===== src/rtl/updown_predict.sv =====
// Next-value predictor for the triangle sequence 0..MAX..0.
// Given the last accepted sample and its direction, produces the value the
// stream must show next and the direction that step implies. Endpoints force
// a turnaround regardless of the incoming direction.
// Ports:
//   i_prev     : last accepted sample
//   i_dir      : direction of the last accepted step (1 = up)
//   o_expect   : expected next sample
//   o_next_dir : direction of the expected step
module updown_predict #(
    parameter int WIDTH = 3
) (
    input  logic [WIDTH-1:0] i_prev,
    input  logic             i_dir,
    output logic [WIDTH-1:0] o_expect,
    output logic             o_next_dir
);

    localparam logic [WIDTH-1:0] MAX  = '1;
    localparam logic [WIDTH-1:0] ZERO = '0;
    localparam logic [WIDTH-1:0] ONE  = WIDTH'(1);

    always_comb begin
        o_expect   = i_prev;
        o_next_dir = i_dir;
        if (i_prev == MAX) begin
            o_expect   = MAX - ONE;
            o_next_dir = 1'b0;
        end else if (i_prev == ZERO) begin
            o_expect   = ONE;
            o_next_dir = 1'b1;
        end else if (i_dir) begin
            o_expect   = i_prev + ONE;
        end else begin
            o_expect   = i_prev - ONE;
        end
    end

endmodule


===== config.mk =====
export PLATFORM = sky130hd
export DESIGN_NAME = updown_predict
export DESIGN_NICKNAME = d
export VERILOG_FILES = /design/src/rtl/updown_predict.sv
export SDC_FILE = /design/constraint.sdc
export NUM_CORES = 1
export LEC_CHECK = 0
export ABC_CLOCK_PERIOD_IN_PS = 2300
export CAP_MARGIN = 20
export CORE_AREA = 2 2 39 41
export DETAILED_ROUTE_END_ITERATION = 8
export DIE_AREA = 0 0 41 43
export PLACE_DENSITY_LB_ADDON = 0.15
export SYNTH_ARGS = -nofsm -noshare
export SYNTH_HDL_FRONTEND = slang
export SYNTH_SLANG_ARGS = --single-unit

===== constraint.sdc =====
create_clock -name vclk -period 2.3
set_clock_uncertainty 0.15 [all_clocks]
set_input_delay 0.46 -clock vclk [all_inputs]
set_output_delay 0.46 -clock vclk [all_outputs]
set_load 0.1 [all_outputs]

==> reports/metrics.cfg <==
[synthesis]
synthCells=15
synth-xor-area-share_pct=8.43
synth_adder_area_share_pct=19.3
synth_area_leaders=fa_1 (19%), a221oi_2 (14%), inv_1 (14%), a211oi_2 (12%), nand2_1 (11%)
muxShareOfSynthArea_pct=0
synth-simple-area-share_pct=18.1
synth_top_area_share_pct=19.3
synth_compound_area_share_pct=39.8
synth_area_per_cell_um2=6.92
synth_top_family_by_area=compound AO/OA/AOI/OAI gates
mappedNetlistArea_um2=104
yosysSeqAreaShare_pct=0
synth_nets=20
ys_types=9
yosys.area.top_type=fa_1
yosys_warnings=0

[timing]
slew_viol_final=0
slew_headroom_pct=82.7
setup_violations=1
post-route-period-util_pct=101
fmax_ghz=0.430
worst_slack_ns=-0.0249
rsz0062_at_grt=yes
final-hold-violation-count=0
fin_crit_ns=2.32
tightest_slew_ns=0.259

[worst_setup_path]
worstSetupPathType=in -> out
cpLargestDelayFamily=buffers and inverters
start_kind=primary input
cp_data_arrival_time_ns=1.71
cp-endpoint=o_expect[2]
required_ns=1.69
crit_chain=buf_6 > fa_2 > xnor2_2 > buf_4 > a221oi_4 > buf_12
crit_cells=6
cpPeakStageDelay_ns=0.39
crit_buf_inv=3
crit_fanout=2
crit_path_end_kind=output pin
crit_path_start=i_dir
cp_slowest_cell=fa_2

[floorplan]
core_area_um2=1380
ios=8
die_w_um=41
start_util_pct=7.50
die_y_um=43
std_cell_rows=14
dieArea_um2=1760

[power_and_ir_drop]
powerDensity_nw_per_um2=446
p_total_uw=158
power_leakage_uw=0.000159
p_int_uw=66.1
combPwrFrac_pct=100.0
switching_share_pct=58.3
seq_power_share_pct=0
switchingPower_uw=92.4
power_frac_clock_pct=0
peakVddDrop_mv=0.149

[layout]
register_area_um2=0
multi_input_area_um2=143
diodes=0
drive_above_1_share_pct=77.4
synthToLayoutAreaGrowth_pct=242
n_clock_buffer=0
instances_no_fill=47
nNetsFinal=38
nFillCells=153
nFlopsAndLatches=0

[global_routing]
grt_pass1_vias=163
overflow=0
antenna_found_initial=0
grt_pass1_wl_um=662
grt_max_degree=5
track_usage_pct=5.01

[cts]
holdBufCountCts=0

[run]
cap_violations=0

[placed_design]
hpwl_um=325
routabilityCongestion=0.644
numPortBuffers=8
dp.cells=46

[detailed_routing]
wl_per_cell_um=7.96
drt-vias-per-instance=3.28
routed_wl_um=374
drt_iter0_drc=0
ant_nets=0
vias=154
firstDrtPassIters=1
drt_drc_violations_left=0

[status]
outcome=finished, violations left
violations=negative setup slack

[hold_path]
hp-class=in -> out

power by group through the flow:
stage	combinational, µW	sequential (µW)	clock, µW
finish	158	0	0
CTS	160	0	0
global route	166	0	0
floorplan	91.5	0	0
global placement	154	0	0
detailed placement	155	0	0
cell type report:
class,count,area share [%]
tap,16,5.63
timing repair buffer,16,50.0
inverter,4,4.23
multi-input combinational,11,40.1
layout by cell type (no fill, tap or decap):
cell type / synthesis / routed
o2bb2ai_4: 0 / 1
inv_1: 4 / 2
xnor2_2: 0 / 1
nor2_2: 0 / 1
nand2_1: 3 / 3
fa_2: 0 / 1
buf_6: 0 / 2
a211oi_2: 1 / 1
buf_12: 0 / 4
a21oi_4: 0 / 1
buf_2: 0 / 1
a221oi_4: 0 / 1
nor2_1: 2 / 1
clkdlybuf4s50_1: 0 / 1
inv_2: 0 / 2
buf_4: 0 / 8
synth_stat cells:
| library cell | n |
|---|---|
| inv_1 | 4 |
| nand2_1 | 3 |
| nor2_1 | 2 |
| a211oi_2 | 1 |
| a21oi_1 | 1 |
| a221oi_2 | 1 |
| fa_1 | 1 |
| o2bb2ai_1 | 1 |
| xnor2_1 | 1 |
tightest hold or removal path, stage by stage:
cell,delay [ns]
buf_6,0.07
buf_4,0.14
a21oi_4,0.06
buf_12,0.16
routing by layer:
metal | vias up | share of wire, % | GRT usage, %
li1 | 82 | - | -
met1 | 66 | 49 | 7.96
met2 | 6 | 45 | 7.81
met5 | - | 0 | 0
met4 | 0 | 0 | 0
met3 | 0 | 6.1 | 0
worst min path at each step:
stage                       end  depth (start not counted)  slack, ns  startpoint
finish               o_next_dir                          4       1.20   i_prev[1]
global route         o_next_dir                          4       1.22   i_prev[1]
CTS                  o_next_dir                          4       1.21   i_prev[1]
detailed placement  o_expect[2]                          4       1.60   i_prev[2]
global placement    o_expect[2]                          4       1.59   i_prev[2]
floorplan            o_next_dir                          1       0.93   i_prev[1]
logic make-up after synthesis:
kind of cell,count (synthesis)
adder cells (fa/ha/maj),1
AND/OR/NAND/NOR,5
buffers and inverters,4
XOR/XNOR,1
AO/OA/AOI/OAI,4
per-stage QoR:
stage | instance area (µm²) | utilization, % | hold slack (ns) | worst slack [ns] | TNS, ns
finish | 355 | 25.7 | 1.20 | -0.0249 | -0.0249
global route | 355 | 25.7 | 1.22 | -0.0714 | -0.0714
CTS | 353 | 25.5 | 1.21 | -0.0615 | -0.0615
detailed placement | 338 | 24.4 | 1.60 | -0.514 | -0.900
global placement | 338 | 24.4 | 1.59 | -0.518 | -0.892
floorplan | 145 | - | 0.932 | -0.441 | -0.441
what timing repair did:
item | 4_1_cts | 5_1_grt
endpoints found under the hold margin | 0 | 0
resized for setup | 18 | 1
endpoints found under the setup margin | 3 | 2
buffers inserted | 1 | 0
pin swaps | 3 | 1
Power figures use the tool's default switching activity.
